==> config.mk <==
export PLATFORM = sky130hd
export DESIGN_NAME = i2c_sensor_poller
export DESIGN_NICKNAME = d
export VERILOG_FILES = /design/src/rtl/i2c_pkg.sv /design/src/rtl/i2c_sensor_poller_timer.sv /design/src/rtl/i2c_sensor_poller.sv
export SDC_FILE = /design/constraint.sdc
export NUM_CORES = 1
export LEC_CHECK = 0
export CAP_MARGIN = 20
export CELL_PAD_IN_SITES_DETAIL_PLACEMENT = 1
export CELL_PAD_IN_SITES_GLOBAL_PLACEMENT = 2
export CORE_ASPECT_RATIO = 1.1
export CORE_MARGIN = 2
export CORE_UTILIZATION = 32
export DETAILED_ROUTE_END_ITERATION = 8
export PLACE_DENSITY = 0.74
export RECOVER_POWER = 25
export SLEW_MARGIN = 15
export SYNTH_ARGS = -nofsm -noshare
export SYNTH_HDL_FRONTEND = slang
export SYNTH_HIERARCHICAL = 1
export SYNTH_SLANG_ARGS = --single-unit
==> constraint.sdc <==
create_clock -name clk_50 -period 2.1 [get_ports clk_50]
set_input_delay 0.63 -clock clk_50 [delete_from_list [all_inputs] [get_ports clk_50]]
set_output_delay 0.63 -clock clk_50 [all_outputs]
set_load 0.005 [all_outputs]
==> src/rtl/i2c_pkg.sv <==
// Definitions shared between the sensor poller and the I2C master:
// poller states, WR encodings and the default sensor target.
package i2c_pkg;

  typedef enum logic [2:0] {
    ST_IDLE = 3'd0,
    ST_REQ  = 3'd1,
    ST_WAIT = 3'd2,
    ST_DONE = 3'd3,
    ST_ERR  = 3'd4
  } poll_state_e;

  localparam logic I2C_WRITE = 1'b1;
  localparam logic I2C_READ  = 1'b0;

  localparam logic [6:0] DEFAULT_DEV_ADDR = 7'b1001100;
  localparam logic [7:0] DEFAULT_SUB_ADDR = 8'h01;

  // Received-byte counter stops at 3 so an over-read is still distinguishable.
  function automatic logic [1:0] sat_inc2(input logic [1:0] v);
    return (v == 2'd3) ? 2'd3 : v + 2'd1;
  endfunction

endpackage

==> src/rtl/i2c_sensor_poller_timer.sv <==
// Free-running poll interval counter; emits a one-cycle tick each time it wraps.
module poll_timer
  import i2c_pkg::*;
#(
  parameter int unsigned POLL_DIV = 5000000
) (
  input  logic clk_i,
  input  logic rst_ni,
  input  logic enable_i,
  output logic tick_o
);

  localparam int unsigned   CW   = (POLL_DIV > 32'd1) ? $clog2(POLL_DIV) : 32'd1;
  localparam logic [CW-1:0] LAST = CW'(POLL_DIV - 32'd1);

  logic [CW-1:0] cnt_q, cnt_d;
  logic          tick_q, tick_d;

  // Next count: hold at zero while disabled, wrap at LAST.
  always_comb begin
    cnt_d  = cnt_q;
    tick_d = 1'b0;
    if (!enable_i) begin
      cnt_d = {CW{1'b0}};
    end else if (cnt_q == LAST) begin
      cnt_d  = {CW{1'b0}};
      tick_d = 1'b1;
    end else begin
      cnt_d = cnt_q + CW'(1);
    end
  end

  // Counter and tick registers.
  always_ff @(posedge clk_i or negedge rst_ni) begin
    if (!rst_ni) begin
      cnt_q  <= {CW{1'b0}};
      tick_q <= 1'b0;
    end else begin
      cnt_q  <= cnt_d;
      tick_q <= tick_d;
    end
  end

  assign tick_o = tick_q;

endmodule

==> src/rtl/i2c_sensor_poller.sv <==
// Command sequencer in front of the I2C master: issues periodic or forced register
// reads of one sensor and publishes each good 16-bit result with a valid strobe.
module i2c_sensor_poller
  import i2c_pkg::*;
#(
  parameter int unsigned POLL_DIV = 5000000,
  parameter logic [6:0]  DEV_ADDR = DEFAULT_DEV_ADDR,
  parameter logic [7:0]  SUB_ADDR = DEFAULT_SUB_ADDR,
  parameter int unsigned RD_LEN   = 2,
  parameter int unsigned REQ_HOLD = 128,
  parameter int unsigned TIMEOUT  = 1000000
) (
  input  logic        clk_50,
  input  logic        reset_n,
  input  logic        enable,
  input  logic        poll_now,
  output logic        i2c_request,
  output logic        i2c_wr,
  output logic [7:0]  i2c_length,
  output logic [6:0]  i2c_address,
  output logic [7:0]  i2c_sub_address,
  output logic [7:0]  i2c_tx,
  input  logic [7:0]  i2c_rx,
  input  logic        i2c_de,
  input  logic        i2c_busy,
  output logic [15:0] sample,
  output logic        sample_valid,
  output logic        err,
  input  logic        err_clear,
  output logic [15:0] poll_count
);

  localparam logic [1:0]  LEN2      = 2'(RD_LEN);
  localparam logic [31:0] HOLD_LAST = 32'(REQ_HOLD - 32'd1);
  localparam logic [31:0] TO_LAST   = 32'(TIMEOUT - 32'd1);

  poll_state_e state_q;
  logic        pending_q;
  logic        request_q;
  logic        valid_q;
  logic        err_q;
  logic [1:0]  byte_cnt_q;
  logic [15:0] shift_q;
  logic [15:0] sample_q;
  logic [15:0] count_q;
  logic [31:0] wd_q;

  logic        tick_s;
  logic        new_req_s;
  logic        launch_s;
  logic        err_set_s;

  poll_timer #(
    .POLL_DIV (POLL_DIV)
  ) u_timer (
    .clk_i    (clk_50),
    .rst_ni   (reset_n),
    .enable_i (enable),
    .tick_o   (tick_s)
  );

  // Poll sources, launch decision and error-set conditions for this cycle.
  always_comb begin
    new_req_s = tick_s | poll_now;
    launch_s  = 1'b0;
    err_set_s = 1'b0;
    case (state_q)
      ST_IDLE: launch_s  = pending_q & ~i2c_busy;
      ST_DONE: err_set_s = (byte_cnt_q != LEN2);
      ST_ERR:  err_set_s = 1'b1;
      default: err_set_s = 1'b0;
    endcase
  end

  // Sequencer FSM with all datapath and output registers.
  always_ff @(posedge clk_50 or negedge reset_n) begin
    if (!reset_n) begin
      state_q    <= ST_IDLE;
      pending_q  <= 1'b0;
      request_q  <= 1'b0;
      valid_q    <= 1'b0;
      err_q      <= 1'b0;
      byte_cnt_q <= 2'd0;
      shift_q    <= 16'h0000;
      sample_q   <= 16'h0000;
      count_q    <= 16'h0000;
      wd_q       <= 32'd0;
    end else begin
      valid_q <= 1'b0;
      // A poll arriving on the launch cycle is kept for the next round.
      pending_q <= launch_s ? new_req_s : (pending_q | new_req_s);
      if (err_set_s) begin
        err_q <= 1'b1;
      end else if (err_clear) begin
        err_q <= 1'b0;
      end

      case (state_q)
        ST_IDLE: begin
          if (launch_s) begin
            state_q    <= ST_REQ;
            request_q  <= 1'b1;
            byte_cnt_q <= 2'd0;
            wd_q       <= 32'd0;
          end
        end
        ST_REQ: begin
          if (i2c_busy) begin
            state_q   <= ST_WAIT;
            request_q <= 1'b0;
            wd_q      <= 32'd0;
          end else if (wd_q == HOLD_LAST) begin
            state_q   <= ST_ERR;
            request_q <= 1'b0;
          end else begin
            wd_q <= wd_q + 32'd1;
          end
        end
        ST_WAIT: begin
          if (i2c_de) begin
            shift_q    <= {shift_q[7:0], i2c_rx};
            byte_cnt_q <= sat_inc2(byte_cnt_q);
          end
          if (!i2c_busy) begin
            state_q <= ST_DONE;
          end else if (wd_q == TO_LAST) begin
            state_q <= ST_ERR;
          end else begin
            wd_q <= wd_q + 32'd1;
          end
        end
        ST_DONE: begin
          if (byte_cnt_q == LEN2) begin
            sample_q <= (RD_LEN == 32'd2) ? shift_q : {shift_q[7:0], 8'h00};
            valid_q  <= 1'b1;
            count_q  <= count_q + 16'd1;
          end
          state_q <= ST_IDLE;
        end
        ST_ERR: begin
          state_q <= ST_IDLE;
        end
        default: begin
          state_q   <= ST_IDLE;
          request_q <= 1'b0;
        end
      endcase
    end
  end

  assign i2c_request     = request_q;
  assign i2c_wr          = I2C_READ;
  assign i2c_length      = 8'(RD_LEN);
  assign i2c_address     = DEV_ADDR;
  assign i2c_sub_address = SUB_ADDR;
  assign i2c_tx          = 8'h00;
  assign sample          = sample_q;
  assign sample_valid    = valid_q;
  assign err             = err_q;
  assign poll_count      = count_q;

endmodule

## Word level (Yosys, flattened, before mapping)

Index checks and enable logic that the tools add are counted.

- Reductions and logical operators: 11
- $add $sub $neg: 4
- Equal/unequal tests: 17
- Mux-type cells: 31
- Bitwise logic cells: 5

Operators with widths:

| cell | count |
|---|---|
| $mux 32 | 5 |
| $pmux 32 s3 | 1 |
| $mux 23 | 2 |
| $add 32x1->32 const B | 1 |
| $eq 32x20->1 const B | 1 |
| $eq 32x7->1 const B | 1 |
| $add 23x1->23 const B | 1 |
| $eq 23x23->1 const B | 1 |
| $add 16x1->16 const B | 1 |
| $mux 3 | 5 |
| $mux 1 | 11 |
| $ne 2x2->1 const B | 5 |
| $ne 3x3->1 const B | 3 |
| $pmux 3 s3 | 1 |
| $reduce_and 3->1 | 3 |
| $eq 3x2->1 const B | 2 |
| $mux 2 | 3 |
| $reduce_and 5->1 | 1 |
| $eq 2x2->1 const B | 2 |
| $pmux 2 s2 | 1 |
| $reduce_and 2->1 | 2 |
| $reduce_bool 2->1 | 2 |
| $eq 3x1->1 const B | 1 |
| $eq 3x3->1 const B | 1 |
| 9 further kinds | 11 |

- Register bits after elaboration: 113
- Input port bits: 15
- Output and inout bits: 67
- Logic and storage cells: 80

## Longest topological paths before layout

Gate-level depths: netlist of run 1.

- Depth after elaboration: 5
- Gate-level depth with buffers: 9
- Depth with buffers taken out: 6

## Cells and area by module

The synthesis of run 1 kept the hierarchy.

By module, submodules not included:

| module | instances | cells each | seq. area each (sq um) | area each (sq um) |
|---|---|---|---|---|
| i2c_sensor_poller | 1 | 456 | 2227.1 | 4769.6 |
| poll_timer | 1 | 129 | 600.6 | 1248.7 |

## Worst setup path before layout of run 1

No wires, ideal clock.

- Kind: flip-flop to flip-flop
- Start point: register wd_q[15]
- End point: register request_q (netlist: i2c_request)
- Clock period less this slack: 2017 ps
- Data required time: 1976 ps
- Setup time: 124 ps
- Cell stages (with the launch flop): 6
- Setup slack: 83 ps
- Path buffers: 0
- Data arrival time: 1894 ps
- Path through: dfrtp_1 or4_4 or4_4 nor2_1 a21boi_1 o31a_1

- Cells in the longest elaborated chain, start to end: 3

Ends and longest elaborated chain:

| what | RTL line | RTL |
|---|---|---|
| start: declaration | i2c_sensor_poller.sv:46 | `logic [31:0] wd_q;` |
| start signal: assignment | i2c_sensor_poller.sv:116 | `wd_q <= wd_q + 32'd1;` |
| start signal: assignment | i2c_sensor_poller.sv:129 | `wd_q <= wd_q + 32'd1;` |
| $eq 32x7->1 | i2c_sensor_poller.sv:112 | `end else if (wd_q == HOLD_LAST) begin` |
| $ne 3x3->1 (no source line) | -- |  |
| $reduce_and 3->1 (no source line) | -- |  |
| end signal: assignment | i2c_sensor_poller.sv:102 | `request_q <= 1'b1;` |
| end signal: assignment | i2c_sensor_poller.sv:110 | `request_q <= 1'b0;` |
| end signal: assignment | i2c_sensor_poller.sv:114 | `request_q <= 1'b0;` |
| end: declaration | i2c_sensor_poller.sv:39 | `logic request_q;` |

Every way passes these cells.
A chain may end at the register's enable or synchronous reset.

## Final worst setup path of run 1

Ends and elaborated chain as after synthesis.

==> results.json, run 1 <==
{
  "clk_latency_ns": 0.42,
  "cellPowerDensity_mw_per_mm2": 956,
  "fin_crit_ns": 2.06,
  "num_antenna_cells": 0,
  "dp.final_hpwl_um": 12200,
  "final_hold_viol_count": 0,
  "drv_slew": 0,
  "avgSynthCellArea_um2": 10.3,
  "drc": 0,
  "tightestPinTransition_ns": 1.16,
  "drt_wl_total_um": 17200,
  "finalInstanceArea_mm2": 0.00785,
  "final_util_pct": 42.6,
  "critPathArrivalTime_ns": 2.36,
  "port_buffers": 49,
  "grt-ovfl-total": 0,
  "async_flop_share_pct": 100,
  "internal-power_mw": 5.14,
  "initial_core_util_pct": 32.7,
  "p_sw_mw": 2.37,
  "cap_violations": 0,
  "critPathLaunchType": "register",
  "seq_power_share_pct": 37.3,
  "die_width_um": 135,
  "die-area_mm2": 0.0199,
  "drt_first_iter_violations": 263,
  "hold_class": "in2async",
  "core_mm2": 0.0184,
  "drt_pass1_iterations": 4,
  "synth_common_cells": "dfrtp_1 (113), nor2_1 (43), buf_4 (36), mux2_2 (33), o31ai_1 (32)",
  "num_vias": 5044,
  "max_freq_ghz": 0.486,
  "status": "complete, no violations",
  "swShare_pct": 31.5,
  "rows": 52,
  "syn2layout_area_growth_pct": 30.5,
  "nets": 720,
  "critPathMaxFanout": 2,
  "antenna_found_initial": 0,
  "vias_per_cell": 5.27,
  "clock_sinks": 113,
  "ctsHoldBuffers": 0,
  "synth_area_mm2": 0.00602,
  "synthCells": 585,
  "crit_path_end_kind": "register",
  "fin_crit_sh_pct": 98.1,
  "cts_tree": "yes",
  "final.fill_count": 2063,
  "relSlewSlack_pct": 22.8,
  "p_clk_share_pct": 36.1,
  "wl_per_cell_um": 18.0,
  "peakVddDrop_mv": 0.756,
  "place_area_mm2": 0.00717,
  "cp_common_cell": "or4_4",
  "critPathSlowestCell": "or4_4",
  "cts_buffer_depth": 2,
  "cts_root_buffer": "clkbuf_16",
  "crit_chain": "or4_4 > or4_4 > nor2_4 > a21boi_2 > o31a_1",
  "rsz0062_at_grt": "yes",
  "slowest_delay_ns": 0.56,
  "synth-seq-cells": 113,
  "cp_num_buf_inv": 0,
  "ys_seq_area_share_pct": 47.0,
  "grt_pass1_vias": 5363,
  "crit_type": "reg2reg",
  "synth_edf_count": 0,
  "grt_first_pass_wirelength_um": 28400,
  "required_ns": 2.41,
  "die_y_um": 148,
  "antenna_left": 0,
  "gp_congestion": 0.873,
  "p_comb_share_pct": 26.6,
  "yosysMostFrequentCell": "dfrtp_1",
  "synth.area.top_cells": "dfrtp_1 (47%), mux2_2 (6.2%), buf_4 (4.5%)",
  "ios": 82,
  "drive_gt1_share_pct": 26.2,
  "yosysTopAreaCell": "dfrtp_1",
  "yosysWarnings": 6,
  "htreeDepth": 4,
  "fin_worst_skew_ns": 0.00548,
  "grtUsageTotal_pct": 17.9,
  "ys_types": 63,
  "finalSetupViolCount": 0,
  "clkSlewWorstSetupHoldPaths_ns": 0.06,
  "fin_total_pwr_mw": 7.51,
  "cp_top_family": "simple AND/OR/NAND/NOR gates",
  "numCtsBuffers": 17,
  "synth_top_flop_cell": "dfrtp_1",
  "synth.top_cell.area_share_pct": 47.0,
  "grt_max_degree": 68,
  "leakagePower_nw": 3.37
}
-- final cells by class --
type,count,area (µm²),area share [%]
multi-input cells,433,2970,37.8
flip-flops and latches,113,2840,36.1
repair buffers,130,1160,14.8
clock buffers,19,453,5.77
well taps,243,304,3.87
clock inverters,13,104,1.32
inverters,7,26.3,0.335
-- state kept, by name (all words and copies together), names as in the netlist --
register / count
byte_cnt_q: 2
err: 1
i2c_request: 1
pending_q: 1
poll_count: 16
sample: 16
sample_valid: 1
shift_q: 16
state_q: 3
u_timer/cnt_q: 23
u_timer/tick_o: 1
wd_q: 32
-- cells by family (layout without fill, tap and decap cells) --
| family | count (synthesis) | after routing | share of synthesized area [%] |
|---|---|---|---|
| compound gates | 116 | 116 | 12.8 |
| xor+xnor | 28 | 28 | 4.07 |
| fa+ha+maj | 3 | 3 | 0.624 |
| buf+inv | 70 | 169 | 7.21 |
| other cells | 2 | 32 | 0.125 |
| simple gates | 218 | 219 | 21.6 |
| flops | 113 | 113 | 47.0 |
| mux | 35 | 35 | 6.51 |
-- worst reg2reg max path, delay by kind of cell, from the launching register on --
kind / cells / cell delay [ns]
AOI/OAI and AO/OA: 2 / 0.32
DFF: 1 / 0.39
and+or+nand+nor: 3 / 1.23
-- cell usage in the layout, fill, tap and decap left out, drive strengths merged, types with 8 or more instances in the layout --
cell and n:
dfrtp 113, buf 79, clkdlybuf4s50 47, nor2 43, mux2 33, conb 32, o31ai 32, nand3 31
nand2 30, o21ai 27, nand4 26, a21oi 23, clkbuf 22, xnor2 16, nor3 14, and3 13
xor2 12, inv 12, nor4 11, or3 9, and2 8, o41ai 8, and4 8, or4 8
-- routing by layer --
layer	global-route usage (%)	wire, µm	up-vias
li1	-	-	2355
met1	21.6	7190	2593
met2	31.0	9130	76
met3	4.84	639	20
met4	5.74	252	0
met5	0	0	-
-- worst paths after layout --
kind	slack [ns]	endpoint	cells past startpoint	from
setup / recovery	0.04	i2c_request	5	wd_q[15]
hold / removal	0.05	poll_count[15]	1	reset_n
setup reg to reg	0.04	i2c_request	5	wd_q[15]
hold reg to reg	0.44	pending_q	2	u_timer/tick_o
max in group asynchronous	0.59	wd_q[3]	2	reset_n
min in group clk_50	0.44	pending_q	2	u_timer/tick_o
-- power groups by stage --
stage | Clock [mW] | Combinational [mW] | Sequential [mW]
2_1_floorplan | 0 | 1.06 | 2.75
3_3_place_gp | 0 | 1.85 | 2.79
3_5_place_dp | 0 | 1.92 | 2.82
4_1_cts | 2.78 | 1.94 | 2.80
5_1_grt | 2.88 | 2.18 | 2.85
6_report | 2.71 | 2.00 | 2.80
-- timing repair --
action,CTS,global route
gates resized for setup,8,20
pin swaps,5,8
buffers inserted,0,6
gates cloned,0,1
setup endpoints to repair,29,29
-- stage by stage --
step | worst slack [ns] | setup TNS [ns] | std cells | hold WS (ns)
global placement | -0.440 | -12.18 | 919 | 0.411
detailed placement | -0.562 | -14.09 | 919 | 0.436
floorplan | 0.0825 | 0 | 615 | 0.334
global route | -0.0392 | -0.372 | 958 | 0.0745
CTS | -0.0102 | -0.0102 | 951 | 0.00621
finish | 0.0404 | 0 | 958 | 0.0516
(Power assumes the default switching activity.)
==> run 2, diff against run 1 <==
--- a/config.mk
+++ b/config.mk
@@ -12,7 +12,7 @@
 export CORE_MARGIN = 2
 export CORE_UTILIZATION = 32
 export DETAILED_ROUTE_END_ITERATION = 8
-export PLACE_DENSITY = 0.74
+export PLACE_DENSITY = 0.86
 export RECOVER_POWER = 25
 export SLEW_MARGIN = 15
 export SYNTH_ARGS = -nofsm -noshare
==> results.json, run 2 (synthesized netlist as in run 1, its figures left out) <==
{
  "status": "finished with violations",
  "violations": "slew limit",
  "wl_per_cell_um": 18.3,
  "hold_class": "reg2reg",
  "cts_root_buffer": "clkbuf_16",
  "cellPowerDensity_mw_per_mm2": 1000,
  "critPathArrivalTime_ns": 2.34,
  "min_from": "u_timer/tick_o",
  "clk_latency_ns": 0.41,
  "die_y_um": 148,
  "initial_core_util_pct": 32.7,
  "fin_worst_skew_ns": 0.00682,
  "cp_num_buf_inv": 0,
  "tightestPinTransition_ns": 1.51,
  "nets": 708,
  "drv_slew": 68,
  "ctsHoldBuffers": 0,
  "drc": 0,
  "tns_ns": 0,
  "critPathLaunchType": "register",
  "dp_slack_ns": -0.460,
  "num_antenna_cells": 0,
  "crit_path_end_kind": "register",
  "cp_common_cell": "or4_4",
  "drt_pass1_iterations": 4,
  "drive_gt1_share_pct": 25.2,
  "ios": 82,
  "cts_tree": "yes",
  "htreeDepth": 4,
  "fin_crit_ns": 2.04,
  "rows": 52,
  "grt-ovfl-total": 0,
  "fin_crit_sh_pct": 96.9,
  "leakagePower_nw": 3.37,
  "drt_wl_total_um": 17300,
  "critPathMaxFanout": 2,
  "grt_first_pass_wirelength_um": 28400,
  "clock_sinks": 113,
  "largest_register": "wd_q",
  "stdcell_count": 946,
  "finalWorstSetupSlack_ns": 0.0648,
  "slowest_delay_ns": 0.56,
  "vias_per_cell": 5.28,
  "grt_max_degree": 69,
  "gp_congestion": 0.870,
  "crit_type": "reg2reg",
  "dp.final_hpwl_um": 12100,
  "largest_reg_flops": 32,
  "antenna_found_initial": 0,
  "port_buffers": 49,
  "required_ns": 2.40,
  "final_hold_viol_count": 0,
  "cts_buffer_depth": 2,
  "cp_top_family": "simple AND/OR/NAND/NOR gates",
  "num_vias": 4994,
  "die_width_um": 135,
  "reg2reg_from": "wd_q[11]",
  "die-area_mm2": 0.0199,
  "relSlewSlack_pct": -0.796,
  "critPathSlowestCell": "or4_4",
  "finalSetupViolCount": 0,
  "final.fill_count": 2030,
  "hold_slack_ns": 0.435,
  "max_freq_ghz": 0.491,
  "numCtsBuffers": 17,
  "place_area_mm2": 0.00711,
  "grt_pass1_vias": 5324,
  "cap_violations": 0,
  "final_common_cell": "dfrtp_1",
  "setup.worst_path.start": "wd_q[11]",
  "grtUsageTotal_pct": 17.9,
  "core_mm2": 0.0184,
  "crit_chain": "or4_4 > or4_4 > nor2_4 > a21boi_2 > o31a_1",
  "largest_registers": "wd_q (32), u_timer/cnt_q (23)",
  "syn2layout_area_growth_pct": 30.2,
  "placedCellCount": 909,
  "final_cell_mix": "dfrtp_1 (107), buf_4 (61), clkdlybuf4s50_1 (47), nor2_1 (40), mux2_2 (33)",
  "drt_first_iter_violations": 264,
  "antenna_left": 0,
  "peakVddDrop_mv": 0.736,
  "clkSlewWorstSetupHoldPaths_ns": 0.06,
  "finalInstanceArea_mm2": 0.00784
}
run 2: final cells by class:
type | count | area, µm² | share of cell area (%)
Tap cell | 243 | 304 | 3.88
Clock inverter | 15 | 171 | 2.19
Sequential cell | 113 | 2840 | 36.2
Multi-Input combinational cell | 432 | 2980 | 38.0
Timing Repair Buffer | 119 | 1100 | 14.0
Inverter | 7 | 26.3 | 0.335
Clock buffer | 17 | 425 | 5.43
run 2: per-layer routing:
metal	track usage, %	vias up	wire length [µm]	share of wire (%)
met5	0	-	0	0
met4	6.47	0	210	1.2
met3	3.26	17	481	2.8
met2	31.6	93	9360	54
met1	21.8	2551	7300	42
li1	-	2333	-	-
run 2: path summary, 6_finish.rpt:
check	slack (ns)	to	cells after the start
min	0.44	pending_q	2
max in group asynchronous	0.36	poll_count[5]	2
max reg2reg	0.06	i2c_request	5
min in group asynchronous	0.58	u_timer/cnt_q[14]	2
min reg2reg	0.44	pending_q	2
max	0.06	i2c_request	5
run 2: power breakdown:
part | internal (mW) | switching [mW] | total [mW]
logic | 1.11 | 1.00 | 2.11
registers | 2.53 | 0.290 | 2.82
clock network | 1.78 | 1.13 | 2.92
run 2: worst register-to-register path, stage by stage (launching register included):
cell and delay, ns:
dfrtp_1 0.37, or4_4 0.55, or4_4 0.56, nor2_4 0.12
a21boi_2 0.08, o31a_1 0.24
run 2: repair_timing:
item / 4_1_cts / 5_1_grt
setup endpoints to repair: 9 / 28
pin swaps: 2 / 11
gates cloned: 0 / 1
gates resized for setup: 7 / 20
setup buffers: 1 / 3
hold endpoints to repair: 0 / 0
run 2: stage by stage:
| step | total power, mW | util, % |
|---|---|---|
| 2_1_floorplan | 3.80 | - |
| 3_3_place_gp | 4.68 | 38.6 |
| 3_5_place_dp | 4.82 | 38.6 |
| 4_1_cts | 7.82 | 42.0 |
| 5_1_grt | 8.23 | 42.6 |
| 6_report | 7.85 | 42.6 |
